**src/rtl/svf_ctrl.sv**
```systemverilog
// Sequencer and configurator for a shared 8-bit Chamberlin SVF: sample-rate divider,
// between-sample coefficient updates with cutoff slewing, and a saturating tap mixer.
module svf_ctrl #(
    parameter int CLK_DIV = 64
) (
    input  logic       clk,
    input  logic       rst,
    input  logic       cfg_valid,
    output logic       cfg_ready,
    input  logic [4:0] cfg_cutoff,
    input  logic [3:0] cfg_res,
    input  logic [2:0] cfg_mode,
    input  logic [7:0] audio_in,
    output logic [7:0] svf_in,
    output logic       svf_sample_valid,
    output logic [4:0] alpha1,
    output logic [3:0] alpha2,
    input  logic [7:0] svf_hp,
    input  logic [7:0] svf_bp,
    input  logic [7:0] svf_lp,
    output logic [7:0] audio_out,
    output logic       out_valid,
    output logic       ramping
);

    localparam int CNT_W = (CLK_DIV > 2) ? $clog2(CLK_DIV) : 1;

    typedef enum logic [1:0] {
        IDLE   = 2'd0,
        SAMPLE = 2'd1,
        COEF   = 2'd2
    } state_t;

    state_t           state_r;
    logic [CNT_W-1:0] cnt_r;
    logic [7:0]       svf_in_r;
    logic             svf_sample_valid_r;
    logic [7:0]       audio_out_r;
    logic             out_valid_r;
    logic [4:0]       alpha1_r;
    logic [4:0]       tgt_r;
    logic [3:0]       alpha2_r;
    logic [2:0]       mode_r;
    logic             pending_r;
    logic [4:0]       pend_cutoff_r;
    logic [3:0]       pend_damp_r;
    logic [2:0]       pend_mode_r;

    logic             tick_s;
    logic             cfg_accept_s;
    logic [7:0]       mix_s;

    // Damping shrinks as resonance rises; floor of 2 keeps the loop stable.
    function automatic logic [3:0] damp_of(input logic [3:0] res);
        if (res > 4'd13) begin
            return 4'd2;
        end else begin
            return 4'd15 - res;
        end
    endfunction

    function automatic logic [7:0] mix(input logic [2:0] mode, input logic [7:0] hp,
                                       input logic [7:0] bp, input logic [7:0] lp,
                                       input logic [7:0] byp);
        logic signed [9:0] sum;
        sum = 10'sd0;
        if (mode == 3'b000) begin
            return byp;
        end
        if (mode[0]) sum = sum + $signed({{2{lp[7]}}, lp});
        if (mode[1]) sum = sum + $signed({{2{bp[7]}}, bp});
        if (mode[2]) sum = sum + $signed({{2{hp[7]}}, hp});
        if (sum > 10'sd127) begin
            return 8'h7F;
        end else if (sum < -10'sd128) begin
            return 8'h80;
        end else begin
            return sum[7:0];
        end
    endfunction

    assign tick_s       = (cnt_r == CNT_W'(CLK_DIV - 1));
    assign cfg_accept_s = cfg_valid & ~pending_r;

    // Tap mixer feeding the output register.
    always_comb begin
        mix_s = mix(mode_r, svf_hp, svf_bp, svf_lp, svf_in_r);
    end

    // Sample-period divider.
    always_ff @(posedge clk or posedge rst) begin
        if (rst) begin
            cnt_r <= '0;
        end else if (tick_s) begin
            cnt_r <= '0;
        end else begin
            cnt_r <= cnt_r + CNT_W'(1);
        end
    end

    // Sequencer FSM, config capture and all registered outputs.
    always_ff @(posedge clk or posedge rst) begin
        if (rst) begin
            state_r            <= IDLE;
            svf_in_r           <= 8'd0;
            svf_sample_valid_r <= 1'b0;
            audio_out_r        <= 8'd0;
            out_valid_r        <= 1'b0;
            alpha1_r           <= 5'd0;
            tgt_r              <= 5'd0;
            alpha2_r           <= 4'd15;
            mode_r             <= 3'b001;
            pending_r          <= 1'b0;
            pend_cutoff_r      <= 5'd0;
            pend_damp_r        <= 4'd15;
            pend_mode_r        <= 3'b001;
        end else begin
            svf_sample_valid_r <= 1'b0;
            out_valid_r        <= 1'b0;
            // Accepting only while nothing is pending means the COEF apply below never collides.
            if (cfg_accept_s) begin
                pending_r     <= 1'b1;
                pend_cutoff_r <= cfg_cutoff;
                pend_damp_r   <= damp_of(cfg_res);
                pend_mode_r   <= cfg_mode;
            end
            case (state_r)
                IDLE: begin
                    if (tick_s) begin
                        svf_in_r           <= audio_in;
                        svf_sample_valid_r <= 1'b1;
                        state_r            <= SAMPLE;
                    end
                end
                SAMPLE: begin
                    audio_out_r <= mix_s;
                    out_valid_r <= 1'b1;
                    state_r     <= COEF;
                end
                COEF: begin
                    if (alpha1_r < tgt_r) begin
                        alpha1_r <= alpha1_r + 5'd1;
                    end else if (alpha1_r > tgt_r) begin
                        alpha1_r <= alpha1_r - 5'd1;
                    end
                    if (pending_r) begin
                        tgt_r     <= pend_cutoff_r;
                        alpha2_r  <= pend_damp_r;
                        mode_r    <= pend_mode_r;
                        pending_r <= 1'b0;
                    end
                    state_r <= IDLE;
                end
                default: begin
                    state_r <= IDLE;
                end
            endcase
        end
    end

    assign cfg_ready        = ~pending_r;
    assign svf_in           = svf_in_r;
    assign svf_sample_valid = svf_sample_valid_r;
    assign alpha1           = alpha1_r;
    assign alpha2           = alpha2_r;
    assign audio_out        = audio_out_r;
    assign out_valid        = out_valid_r;
    assign ramping          = (alpha1_r != tgt_r);

endmodule
```
**config.mk**
```make
export PLATFORM = sky130hd
export DESIGN_NAME = svf_ctrl
export DESIGN_NICKNAME = d
export VERILOG_FILES = /design/src/rtl/svf_ctrl.sv
export SDC_FILE = /design/constraint.sdc
export NUM_CORES = 1
export LEC_CHECK = 0
export CORE_MARGIN = 4
export CORE_UTILIZATION = 35
export DETAILED_ROUTE_END_ITERATION = 6
export GPL_TIMING_DRIVEN = 0
export SLEW_MARGIN = 10
export SYNTH_ARGS = -nofsm -noshare
export SYNTH_HDL_FRONTEND = slang
export SYNTH_SLANG_ARGS = --single-unit
```
**constraint.sdc**
```tcl
create_clock -name clk -period 7.9 [get_ports clk]
set_input_delay 0.79 -clock clk [delete_from_list [all_inputs] [get_ports clk]]
set_output_delay 0.79 -clock clk [all_outputs]
set_load 0.02 [all_outputs]
```
After elaboration in Yosys (flattened, before gate mapping). Index checks and enable logic that the tools add are counted.

Add/sub/neg operators: 6. Magnitude comparators: 5. Equality and inequality tests: 5. Mux-type cells: 23. Bitwise operators: 2. Reduce and logical (&&, ||, !) cells: 6.

Operators with widths (count): $mux W10 (6); $mux W8 (4); $add A10 B8 Y10 (2); $gt A10 B8 Y1 const B (1); $lt A10 B8 Y1 const B (1); $mux W5 (2); $mux W1 (7); $add A6 B1 Y6 const B (1); $eq A6 B6 Y1 const B (1); $mux W6 (1); $reduce_and A2 Y1 (3); $add A5 B1 Y5 const B (1); $gt A5 B5 Y1 (1); $lt A5 B5 Y1 (1); $ne A5 B5 Y1 (1); $sub A5 B1 Y5 const B (1); $gt A4 B4 Y1 const B (1); $mux W4 (1); $pmux W2 S2 (1); $sub A4 B4 Y4 const A (1); $logic_not A3 Y1 (1); $eq A2 B1 Y1 const B (1); $eq A2 B2 Y1 const B (1); $logic_not A2 Y1 (1); other kinds (5) (5).

Register bits: 56. Input bits: 47. Output and inout bits: 29.

Logic depth before layout (Yosys ltp). Gate-level depths: netlist (run 1).

Depth after elaboration: 13. Depth in mapped cells: 20. Mapped depth without buffers: 19.

Worst setup path before layout (run 1). OpenSTA, ideal clock, no wires.

Path kind: reg-to-reg. Start point: register mode_r[0]. End point: register audio_out_r[6] (netlist: audio_out[6]). Arrival time: 4086 ps. Data required time: 7776 ps. Slack: 3690 ps. Stages on the path, launching flop included: 21. Buffers on the path: 1. Period minus slack after synthesis: 4210 ps. Cells stage by stage: dfstp_2 clkbuf_1 and2_1 ha_1 inv_1 fa_1 nor2b_1 nor3_1 o21ai_0 a21boi_0 xnor2_1 a21o_1 ha_1 o21ai_0 nand2b_1 a31oi_1 mux2i_1 xnor2_2 o21ai_4 o211a_1 o31a_1.

Longest elaborated chain between the ends: 12.

RTL lines: start, declared (RTL line 43) `logic [2:0] mode_r;`; start signal, assigned (RTL line 149) `mode_r <= pend_mode_r;`; $mux W10 (2 in a row) (RTL line 70) `if (mode[0]) sum = sum + $signed({{2{lp[7]}}, lp});`; $add A10 B8 Y10 (RTL line 71) `if (mode[1]) sum = sum + $signed({{2{bp[7]}}, bp});`; $mux W10 (RTL line 71); $mux W10 (RTL line 70); $add A10 B8 Y10 (RTL line 72) `if (mode[2]) sum = sum + $signed({{2{hp[7]}}, hp});`; $mux W10 (RTL line 72); $mux W10 (RTL line 70); $lt A10 B8 Y1 (RTL line 75) `end else if (sum < -10'sd128) begin`; $mux W8 (RTL line 75); $mux W8 (RTL line 73) `if (sum > 10'sd127) begin`; $mux W8 (*) (RTL line 70); end signal, assigned (RTL line 136) `audio_out_r <= mix_s;`; end, declared (RTL line 38) `logic [7:0] audio_out_r;`.

Mark *: on every way between the ends. The rest lies on a longest branch, timed or not. The select of a mux whose other input is x is not followed. A chain may end at the register's enable or synchronous reset.

Final worst setup path (run 1). Ends and elaborated chain as after synthesis.

==> results of run 1 <==
-- cell type report --
class                      count  area [sq um]
buffer                        12         80.08
timing repair buffer          76         770.7
clock inverter                 2         15.01
fill                         958          5293
clock buffer                   6         72.57
inverter                      20         75.07
tap                          133         166.4
sequential                    56          1414
multi-input combinational    266          2068
-- cell families (layout without fill, tap and decap cells) --
| kind of cell | count (synthesis) | count (layout) | share of synthesized area, % |
|---|---|---|---|
| and+or+nand+nor | 91 | 91 | 13.24 |
| xor gates and xnor gates | 20 | 20 | 5.022 |
| AOI/OAI and AO/OA | 86 | 86 | 15.86 |
| muxes | 40 | 40 | 12.14 |
| buffers and inverters | 32 | 116 | 4.266 |
| adders and majority gates | 29 | 29 | 10.60 |
| DFF | 56 | 56 | 38.87 |
-- power groups by stage --
stage	clock network [mW]	logic (mW)	registers [mW]
floorplan	0	0.0250	0.308
global placement	0	0.0570	0.308
detailed placement	0	0.0592	0.308
CTS	0.161	0.0597	0.303
global route	0.171	0.0651	0.304
finish	0.154	0.0587	0.303
-- registers in the layout, summed over array words and instances (netlist names) --
signal	cells
state_r	2
pending_r	1
pend_damp_r	4
out_valid	1
svf_sample_valid	1
pend_mode_r	3
cnt_r	6
pend_cutoff_r	5
audio_out	8
mode_r	3
tgt_r	5
alpha1	5
svf_in	8
alpha2	4
-- worst paths after layout --
kind,cells after the start,from,end
min in group asynchronous,2,rst,mode_r[1]
min,1,cnt_r[4],cnt_r[4]
max,20,mode_r[0],audio_out[6]
max in group asynchronous,3,rst,svf_in[2]
max reg2reg,20,mode_r[0],audio_out[6]
min reg2reg,1,cnt_r[4],cnt_r[4]
-- worst max-delay path: cells and delay by family, from the launching register on --
| kind | cells | cell delay [ps] |
|---|---|---|
| mux | 1 | 300 |
| compound gates | 8 | 1550 |
| simple gates | 4 | 550 |
| fa+ha+maj | 3 | 880 |
| flops | 1 | 610 |
| xor+xnor | 2 | 390 |
| buf+inv | 2 | 460 |
-- per-layer routing --
metal,vias to the layer above,global-route usage (%),routed length [um]
li1,1424,-,-
met1,1355,18.73,3743
met2,50,24.57,3975
met3,6,1.938,306
met4,0,3.206,76
met5,-,0,0
-- per-stage QoR --
| step | util [%] | std cells | cell area, sq um | power [mW] |
|---|---|---|---|---|
| global route | 46.83 | 571 | 4662 | 0.5408 |
| detailed placement | 45.95 | 563 | 4574 | 0.3676 |
| CTS | 46.83 | 571 | 4662 | 0.5233 |
| floorplan | - | 354 | 3637 | 0.3331 |
| finish | 46.83 | 571 | 4662 | 0.5158 |
| global placement | 45.75 | 562 | 4554 | 0.3648 |
-- cell usage in the layout, fill, tap and decap left out, types with 3 or more instances in the layout --
| cell type | Yosys | routed |
|---|---|---|
| mux2i_1 | 7 | 7 |
| clkbuf_1 | 6 | 7 |
| nor3_1 | 4 | 4 |
| clkdlybuf4s50_1 | 0 | 75 |
| a31oi_1 | 5 | 5 |
| xnor2_1 | 14 | 14 |
| fa_1 | 3 | 3 |
| inv_1 | 20 | 19 |
| nand3_1 | 8 | 8 |
| mux2_2 | 33 | 33 |
| and2_1 | 6 | 6 |
| nand2b_1 | 6 | 6 |
| a22oi_1 | 3 | 3 |
| o21a_1 | 3 | 3 |
| dfstp_2 | 10 | 10 |
| o211ai_1 | 7 | 7 |
| a21oi_1 | 25 | 25 |
| dfrtp_1 | 46 | 46 |
| clkbuf_8 | 2 | 7 |
| xor2_1 | 5 | 5 |
| nor2_1 | 20 | 20 |
| nor2b_1 | 7 | 7 |
| ha_1 | 26 | 26 |
| nand2_1 | 23 | 23 |
| o21ai_0 | 16 | 16 |
| a21o_1 | 8 | 8 |
==> run summary, run 1 <==
The worst reg-to-reg setup slack came out at 3030 ps. The nature of the critical path startpoint is a flip-flop. The proportion of register bits with asynchronous set or reset after synthesis came out at 100.0%. For this run, the register share of the synthesized area comes to 38.87%. In this run the post-CTS setup repair buffer count came out at 0. Clock skew on the completed layout was measured at 7.096 ps. Counting distinct cell types in the post-synthesis netlist gives 58. The worst relative slew slack is 29.96%. In this run the worst path has a maximum fanout of 10.

Dividing the final minimum period by the clock period gives 61.63%. The final critical path time including I/O delays and setup came out at 4868 ps. The worst hold slack after final layout came out at 482.2 ps. The first-pass GRT wire length is 13,640 um.

The register clock-pin slew on the reported worst setup and hold paths came out at 100 ps. In this run, synthesis inferred 0 flip-flops with an integrated enable. The repair_antennas step left the layout with diodes totalling 0.

The post-layout net count is 513. The power density over the cells is 110.6 nW/um^2. The die boundary width came out at 109.9 um. The post-synthesis cell count is 354. The final total negative setup slack came out at 0 ps. The floorplan has 36 rows. Based on the critical path, the design can be clocked at up to 205.4 MHz.

The data arrival at the endpoint of the critical path is 5060 ps. For this design, the slowest cell found on the critical path is dfstp_2. The switching share of power came out at 22.95%.

The total count of max-transition violations in the final report came out at 0. During synthesis, Yosys emitted a total of 0 warnings. The area enclosed by the die boundary came out at 12,090 sq um. The number of top-level design ports is 76. The number of H-tree levels came out at 2. Ranked by total cell area, the synthesized netlist is headed by dfrtp_1 32%, mux2_2 10%, ha_1 8.9%.

In the synthesized netlist, the cells that appear most often are 46 x dfrtp_1, 33 x mux2_2, 26 x ha_1, 25 x a21oi_1, 23 x nand2_1. The leakage dissipation is 2.058 nW. The starting density of the core is 36.54%. The initial antenna violation count came out at 0.

The via count is 2,835. In this run, the number of DRC markers left after iteration 0 of detailed routing was 109. The required time reported for the critical path endpoint came out at 8100 ps. Setup slack on the critical path of the routed design comes to 3032 ps. The worst voltage drop across the vdd grid is 0.07993 mV.

The clock passes through at most 2 buffers. The most frequent cell after synthesis is dfrtp_1. The total count of hold-check failures in the final report is 0.

The path category of the worst min-delay check is reg -> reg. The final weighted congestion in routability-driven placement is 0.8131. The number of remaining DRC errors came out at 0. From synthesis to final layout, the design area changed by 28.17%.

The relative contribution of the clock network to total power is 29.9%. Once detail routing completed, the nets flagged for antenna violations numbered 0. The pin count of the biggest net entering global routing came out at 37. The endpoint class of the critical path is a flip-flop. The first-pass iteration count of the detailed router is 4.

The number of storage elements in the synthesis netlist is 56. Clock tree synthesis selected as its root buffer the cell clkbuf_8. For this block, the routed nets add up to 8102 um of wire.

Port buffering added 75 buffers. The leftover overflow at the end of global routing is 0. The share of the synthesized area in the top cell type is 31.65%. Global routing consumed, over all layers together, 14.18% of the routing resources. The synthesized area per cell came out at 10.27 sq um.

The flow ran to the end, and the final reports show no timing, DRC or antenna violations. The placeable core region is 9955 sq um. The cell taking the most area after synthesis is dfrtp_1. The later pin in the worst-skew pair is clocked with a latency of 300 ps.

The relative contribution of sequential cells to total power came out at 58.7%. The analysis attributes to net switching a power of 0.1184 mW. For this run, the leading register cell type out of synthesis is dfrtp_1. After clock tree synthesis, the flow added hold-fix buffers numbering 0. The critical path in this run is classified as reg -> reg. At the placement stage, the worst setup path has a slack of 2842 ps. The area of the mapped netlist is 3637 sq um. Setup repair after global routing left no endpoint under its margin. The worst-margin pin slew is 1042 ps. The number of cells upsized or downsized after cts is 0. TritonCTS built the clock tree. The number of buffers added by the clock tree synthesis step is 5. The delay of the slowest critical-path stage came out at 610 ps. The die boundary height came out at 109.9 um. Setup violations remaining at the end of the flow were counted as 0. The proportion of power drawn by combinational gates came out at 11.4%. Using the TritonRoute via totals, the vias-per-cell ratio works out to 4.965.

The number of global-route vias before repair came out at 2,921. The fraction of layout instances using a drive strength above 1 came out at 15.98%. The cell internal power dissipation came out at 0.3974 mW. When the netlist entered floorplanning its net count stood at 430. Max-cap violations in this run came to 0. The half-perimeter wire length of the detailed placement result is 6469 um.

The number of sinks handled by clock tree synthesis came out at 56. The signal on the critical path passes through clkbuf_1 > and2_1 > ha_1 > inv_1 > fa_1 > nor2b_1 > nor3_1 > o21ai_0 > a21boi_0 > xnor2_1 > a21o_1 > ha_1 > o21ai_0 > nand2b_1 > a31oi_1 > mux2i_1 > xnor2_2 > o21ai_4 > o211a_1 > o31a_1. The routed wire length per instance came out at 14.19 um.
(Power assumes the default switching activity.)
==> inputs of run 2 (changes only) <==
Clock period 7.9 ns to 4.3 ns, I/O delays scaled along.
==> run summary, run 2 (same netlist as run 1, synthesis figures left out) <==
The count of nets left with antenna violations after detail routing is 0 (unchanged). The die boundary width came out at 109.9 um (unchanged). The top cell types in the final layout, fill and taps aside, are 75 x clkdlybuf4s50_1, 46 x dfrtp_1, 33 x mux2_2, 24 x ha_1, 23 x nand2_1. The max-capacitance violation count was 0 (unchanged). The signal on the critical path passes through and2_4 > ha_2 > inv_1 > fa_2 > nor2b_2 > nor3_1 > o21ai_2 > xnor2_1 > a21oi_2 > ha_1 > a21oi_1 > o211ai_1 > a31oi_1 > mux2i_1 > xnor2_2 > buf_4 > o21ai_4 > o211a_1 > o31a_1.

The setup path with the least slack is of type reg -> reg. The worst setup path is launched from a flip-flop. The routed wire length per instance is 14.24 um (+0.35%).

The placed cell area is 4574 sq um (unchanged). The leakage dissipation is 2.100 nW (+2.0%). On the critical path the largest part of the delay comes from compound AO/OA/AOI/OAI gates.

In this run the worst hold path is classified as in -> async. The worst setup skew after layout came out at 5.438 ps (-1.658 ps). The number of standard-cell rows in the floorplan came out at 36 (unchanged). The number of H-tree levels is 2 (unchanged). TritonCTS built the clock tree. The flip-flop and latch area came to 1414 sq um (unchanged). The via count came to 2,850 (+0.53%). The total count of max-transition violations in the final report is 0 (unchanged).

The leftover overflow at the end of global routing is 0 (unchanged). The first-pass GRT wire length came to 13,610 um (-0.26%). The final weighted congestion in routability-driven placement is 0.8131 (unchanged). The via density per instance came out at 4.931 (-0.69%). The multi-input logic area came to 2137 sq um (+3.3%).

The number of buffers added by the clock tree synthesis step was 5 (unchanged). The fraction of layout instances using a drive strength above 1 was 20.45% (+4.5 points). The worst voltage drop across the vdd grid is 0.1464 mV (+83%). The worst-margin pin slew came to 1038 ps (-4.099 ps). The share of the clock period used by the worst path after layout came out at 95.55% (+34 points). The worst-case setup slack after placement is -612.9 ps (-3455 ps). The post-detailed-routing wire length came out at 8230 um (+1.6%). The worst relative slew slack was 30.23% (+0.28 points). The cell at the root of the clock tree is clkbuf_8. The slowest stage of the critical path is the dfstp_2 cell.

The half-perimeter wire length of the detailed placement result is 6469 um (unchanged). The die boundary height was 109.9 um (unchanged). The initial antenna violation count is 0 (unchanged). The power density over the cells is 198.3 nW/um^2 (+79%).

The number of remaining DRC errors is 0 (unchanged). The largest driver fanout on the critical path is 6 (-4). The largest buffer count on any clock path was 2 (unchanged). The endpoint class of the critical path is a flip-flop. The final critical path time including I/O delays and setup is 4109 ps (-759.5 ps). The post-synthesis to final-layout area growth is 31.61%.

Leaving out fill and tap cells, the most frequent cell in the layout is clkdlybuf4s50_1. The first-pass iteration count of the detailed router came to 4 (unchanged). The total of hold buffers inserted after clock tree synthesis is 0 (unchanged). The count of buffering cells on the critical path with inverters included is 2 (unchanged). The total non-filler cell area in the finished layout came out at 4787 sq um (+2.7%). The register clock-pin slew on the reported worst setup and hold paths came to 100 ps (about the same).

The starting density of the core was 36.54% (unchanged). The post-layout net count is 520 (+1.4%). The fraction of the core area covered by cells at the end of the flow is 48.09% (+1.3 points).

The number of global-route vias before repair is 2,914 (-0.24%). The delay of the slowest critical-path stage is 590 ps (-20 ps). The number of sinks handled by clock tree synthesis came out at 56 (unchanged).

The placeable core region came out at 9955 sq um (unchanged). The run finished with clean final reports. The fill cell total of the finished layout came to 940 (-1.9%). The worst hold slack after final layout came out at 445.9 ps (-36.25 ps). The setup slack of the critical path after layout came to 191.2 ps (-2840 ps). The count of endpoints failing setup in the final report came out at 0 (unchanged). The required time reported for the critical path endpoint is 4500 ps (-3600 ps). The clock insertion delay at the later pin of the skew report came out at 300 ps (about the same).

The pin count of the biggest net entering global routing is 37 (unchanged). The number of top-level design ports came out at 76 (unchanged). The total count of hold-check failures in the final report came to 0 (unchanged).

The overall fraction of global-route tracks in use came out at 14.14% (-0.037 points). The final antenna diode count came out at 0 (unchanged). The count of buffers inserted at the top-level ports is 75 (unchanged).

The area enclosed by the die boundary was 12,090 sq um (unchanged). The maximum clock frequency was 243.4 MHz (+18%). The data arrival at the endpoint of the critical path is 4300 ps (-760 ps).

The starting DRC count in detailed routing came to 89 (-18%).
## run 2: cell count changes in the layout (fill, tap and decap cells not counted), sizes merged
cell and delta:
clkbuf -1, buf +8
## run 2: power breakdown
| part | internal, mW | switching [mW] |
|---|---|---|
| clock network | 0.117 | 0.165 |
| logic | 0.0671 | 0.0443 |
| registers | 0.548 | 0.00829 |
## run 2: cell type report
| cell class | count | area share, % |
|---|---|---|
| multi-input combinational | 266 | 44.64 |
| sequential | 56 | 29.53 |
| timing repair buffer | 84 | 17.35 |
| tap | 133 | 3.476 |
| buffer | 11 | 1.594 |
| inverter | 20 | 1.568 |
| clock buffer | 6 | 1.516 |
| clock inverter | 2 | 0.3136 |
## run 2: worst paths after layout
kind                            cells after the start  startpoint          endpoint  slack (ps)
worst max-delay path                               19   mode_r[0]      audio_out[6]         190
worst min-delay path                                2         rst  pend_cutoff_r[3]         450
worst max register to register                     19   mode_r[0]      audio_out[6]         190
worst min register to register                      1    cnt_r[4]          cnt_r[4]         480
max in group asynchronous                           3         rst         svf_in[2]        3310
min in group clk                                    1    cnt_r[4]          cnt_r[4]         480
## run 2: per-stage QoR
step,setup TNS (ps),total power [mW],cells
final,0,0.9492,578
after CTS,0,0.9615,572
after floorplan,0,0.6119,354
after detailed placement,-4321,0.6754,563
after global routing,-81.56,0.9972,578
after global placement,-4248,0.6703,562
## run 2: what timing repair did
action / CTS / global route
gates cloned: 0 / 0
setup endpoints to repair: 8 / 7
gates resized for setup: 1 / 19
buffers inserted: 2 / 6
pin swaps: 0 / 6
## run 2: per-layer routing
| metal | global-route usage [%] | wire, um | up-vias |
|---|---|---|---|
| li1 | - | - | 1441 |
| met1 | 18.73 | 3753 | 1355 |
| met3 | 1.938 | 341 | 6 |
| met5 | 0 | 0 | - |
| met2 | 24.44 | 4059 | 48 |
| met4 | 3.206 | 76 | 0 |
==> inputs of run 3 (changes only) <==
Clock period 4.3 ns to 5.3 ns, I/O delays scaled along.
==> run summary, run 3 (same netlist as run 1, synthesis figures left out) <==
The post-layout total power came out at 0.7676 mW (-19%). The post-synthesis to final-layout area growth came out at 28.07%. The worst voltage drop across the vdd grid came to 0.1196 mV (-18%).

Leaving out fill and tap cells, the most frequent cell in the layout is clkdlybuf4s50_1. The placed cell area is 4574 sq um (unchanged). The final weighted congestion in routability-driven placement is 0.8131 (unchanged). The worst setup skew after layout is 9.140 ps (+3.702 ps). The flow ran to the end, and the final reports show no timing, DRC or antenna violations.

The via density per instance came out at 4.933 (about the same). The number of sinks handled by clock tree synthesis is 56 (unchanged). The library cells used most frequently in the layout, excluding fill and tap cells, are 75 x clkdlybuf4s50_1, 46 x dfrtp_1, 33 x mux2_2, 26 x ha_1, 25 x a21oi_1.

The fraction of the core area covered by cells at the end of the flow came out at 46.79% (-1.3 points). The count of buffers inserted at the top-level ports is 75 (unchanged). The die boundary height is 109.9 um (unchanged). The starting density of the core is 36.54% (unchanged). The leftover overflow at the end of global routing is 0 (unchanged).

The first-pass GRT wire length is 13,640 um (+0.26%). The number of standard-cell rows in the floorplan came out at 36 (unchanged). The number of H-tree levels is 2 (unchanged). The largest buffer count on any clock path came out at 2 (unchanged).

The net switching power is 0.1752 mW (-19%). The final antenna diode count is 0 (unchanged). The post-detailed-routing wire length came to 7977 um (-3.1%). The half-perimeter wire length of the detailed placement result is 6469 um (unchanged). The clock insertion delay at the later pin of the skew report is 300 ps (about the same). The first-pass iteration count of the detailed router came out at 4 (unchanged). The relative contribution of sequential cells to total power came out at 58.8% (+0.2 points). The setup slack of the critical path after layout came out at 782.7 ps (+591.5 ps). The number of top-level design ports is 76 (unchanged). In this run the critical register-to-register path is launched from mode_r[0]. TritonCTS built the clock tree. The tightest min-delay check is of the reg -> reg type. Setup repair after global routing left no endpoint under its margin. The number of remaining DRC errors came out at 0 (unchanged).

The final total negative setup slack came out at 0 ps (unchanged). The data arrival at the endpoint of the critical path came out at 4710 ps (+410 ps). The worst register-to-register path ends at audio_out[6]. The final critical path time including I/O delays and setup is 4517 ps (+408.5 ps). The relative contribution of the clock network to total power is 29.8% (about the same).

The worst reg-to-reg setup slack is 780 ps (+590 ps). The count of endpoints failing setup in the final report is 0 (unchanged). The placeable core region was 9955 sq um (unchanged).

The via count is 2,812 (-1.3%). The worst relative slew slack is 30.12% (-0.11 points). The power density over the cells came out at 164.8 nW/um^2 (-17%). The placed instance count came out at 563 (unchanged).

The final cell count without fillers came to 570 (-1.4%). The worst-margin pin slew is 1040 ps (+1.683 ps). The overall fraction of global-route tracks in use was 14.18% (+0.037 points). The register clock-pin slew on the reported worst setup and hold paths came out at 100 ps (about the same). The total count of max-transition violations in the final report is 0 (unchanged).

The share of the clock period used by the worst path after layout came out at 85.23% (-10 points). The initial antenna violation count came out at 0 (unchanged). The fraction of layout instances using a drive strength above 1 came out at 16.02% (-4.4 points). The worst-case setup slack after placement came to 387.1 ps (+1000 ps). The total count of hold-check failures in the final report came out at 0 (unchanged).

The die boundary width came out at 109.9 um (unchanged). The leakage dissipation is 2.056 nW (-2.1%). The largest driver fanout on the critical path is 15 (+9).

The required time reported for the critical path endpoint came out at 5490 ps (+990 ps). The total non-filler cell area in the finished layout was 4658 sq um (-2.7%). The worst setup path is launched from a flip-flop. The worst hold slack after final layout came out at 481.6 ps (+35.71 ps). The worst reg2reg path depth came to 19 (unchanged).

The cell internal power dissipation came out at 0.5923 mW (-19%). The max-capacitance violation count is 0 (unchanged). The switching share of power came out at 22.83% (-0.087 points).

The starting DRC count in detailed routing is 95 (+6.7%). The maximum clock frequency came out at 221.4 MHz (-9.0%). The most critical setup path has its startpoint at mode_r[0]. The timing endpoint of the critical path is audio_out[6]. The number of global-route vias before repair is 2,921 (+0.24%). The count of nets left with antenna violations after detail routing is 0 (unchanged).

The proportion of power drawn by combinational gates is 11.4% (-0.3 points). The pin count of the biggest net entering global routing is 37 (unchanged). The post-layout net count was 512 (-1.5%). The area enclosed by the die boundary is 12,090 sq um (unchanged).

The number of buffers added by the clock tree synthesis step is 5 (unchanged). The tree is rooted in a clkbuf_8. The number of cells upsized or downsized after cts came out at 0 (-1). The routed wire length per instance came out at 13.99 um (-1.7%). The critical path is of the reg -> reg type. The worst setup path is captured at a flip-flop.
-- run 3: cell count changes in the layout (fill, tap and decap cells not counted), moves of 2 or more --
| cell | delta |
|---|---|
| buf_4 | -8 |
| a21oi_1 | +3 |
| ha_1 | +2 |
| ha_2 | -2 |
| o21ai_0 | +3 |
| o21ai_2 | -2 |
| a21oi_4 | -2 |
-- run 3: worst min path at each step --
stage          startpoint        to  slack, ps  cells after the start
3_5_place_dp     cnt_r[4]  cnt_r[4]        460                      1
5_1_grt          cnt_r[4]  cnt_r[4]        510                      1
2_1_floorplan    cnt_r[5]  cnt_r[5]        440                      1
6_report         cnt_r[4]  cnt_r[4]        480                      1
4_1_cts          cnt_r[4]  cnt_r[4]        480                      1
3_3_place_gp     cnt_r[5]  cnt_r[5]        460                      1
-- run 3: layer usage --
layer / wire, um / global-route usage (%)
met5: 0 / 0
met4: 76 / 3.206
met3: 326 / 1.938
met2: 3913 / 24.57
met1: 3660 / 18.73
-- run 3: power groups by stage --
| stage | registers, mW | clock network, mW | logic, mW |
|---|---|---|---|
| global placement | 0.459 | 0 | 0.0850 |
| CTS | 0.452 | 0.240 | 0.0890 |
| finish | 0.451 | 0.229 | 0.0874 |
| global route | 0.454 | 0.255 | 0.0970 |
| detailed placement | 0.460 | 0 | 0.0882 |
| floorplan | 0.459 | 0 | 0.0372 |
-- run 3: critical path: stages (launching register included) --
cell and delay (ps):
dfstp_2 700, and2_1 190, ha_1 160, inv_1 50, fa_1 400, nor2b_1 160
nor3_1 60, o21ai_0 330, a21boi_0 190, xnor2_1 180, a21o_1 190, ha_1 320
o21ai_0 90, nand2b_1 110, a31oi_1 220, mux2i_1 300, xnor2_2 210, o21ai_4 160
o211a_1 140, o31a_1 230
-- run 3: cell type report --
cell class / instances / area, sq um
Multi-Input combinational cell: 266 / 2068
Clock buffer: 6 / 72.57
Clock inverter: 2 / 15.01
Tap cell: 133 / 166.4
Sequential cell: 56 / 1414
Timing Repair Buffer: 76 / 770.7
Buffer: 11 / 76.32
Inverter: 20 / 75.07
Fill cell: 958 / 5296
-- run 3: what timing repair did --
action	4_1_cts	5_1_grt
buffers inserted	0	0
setup endpoints to repair	0	6
hold buffers	0	0
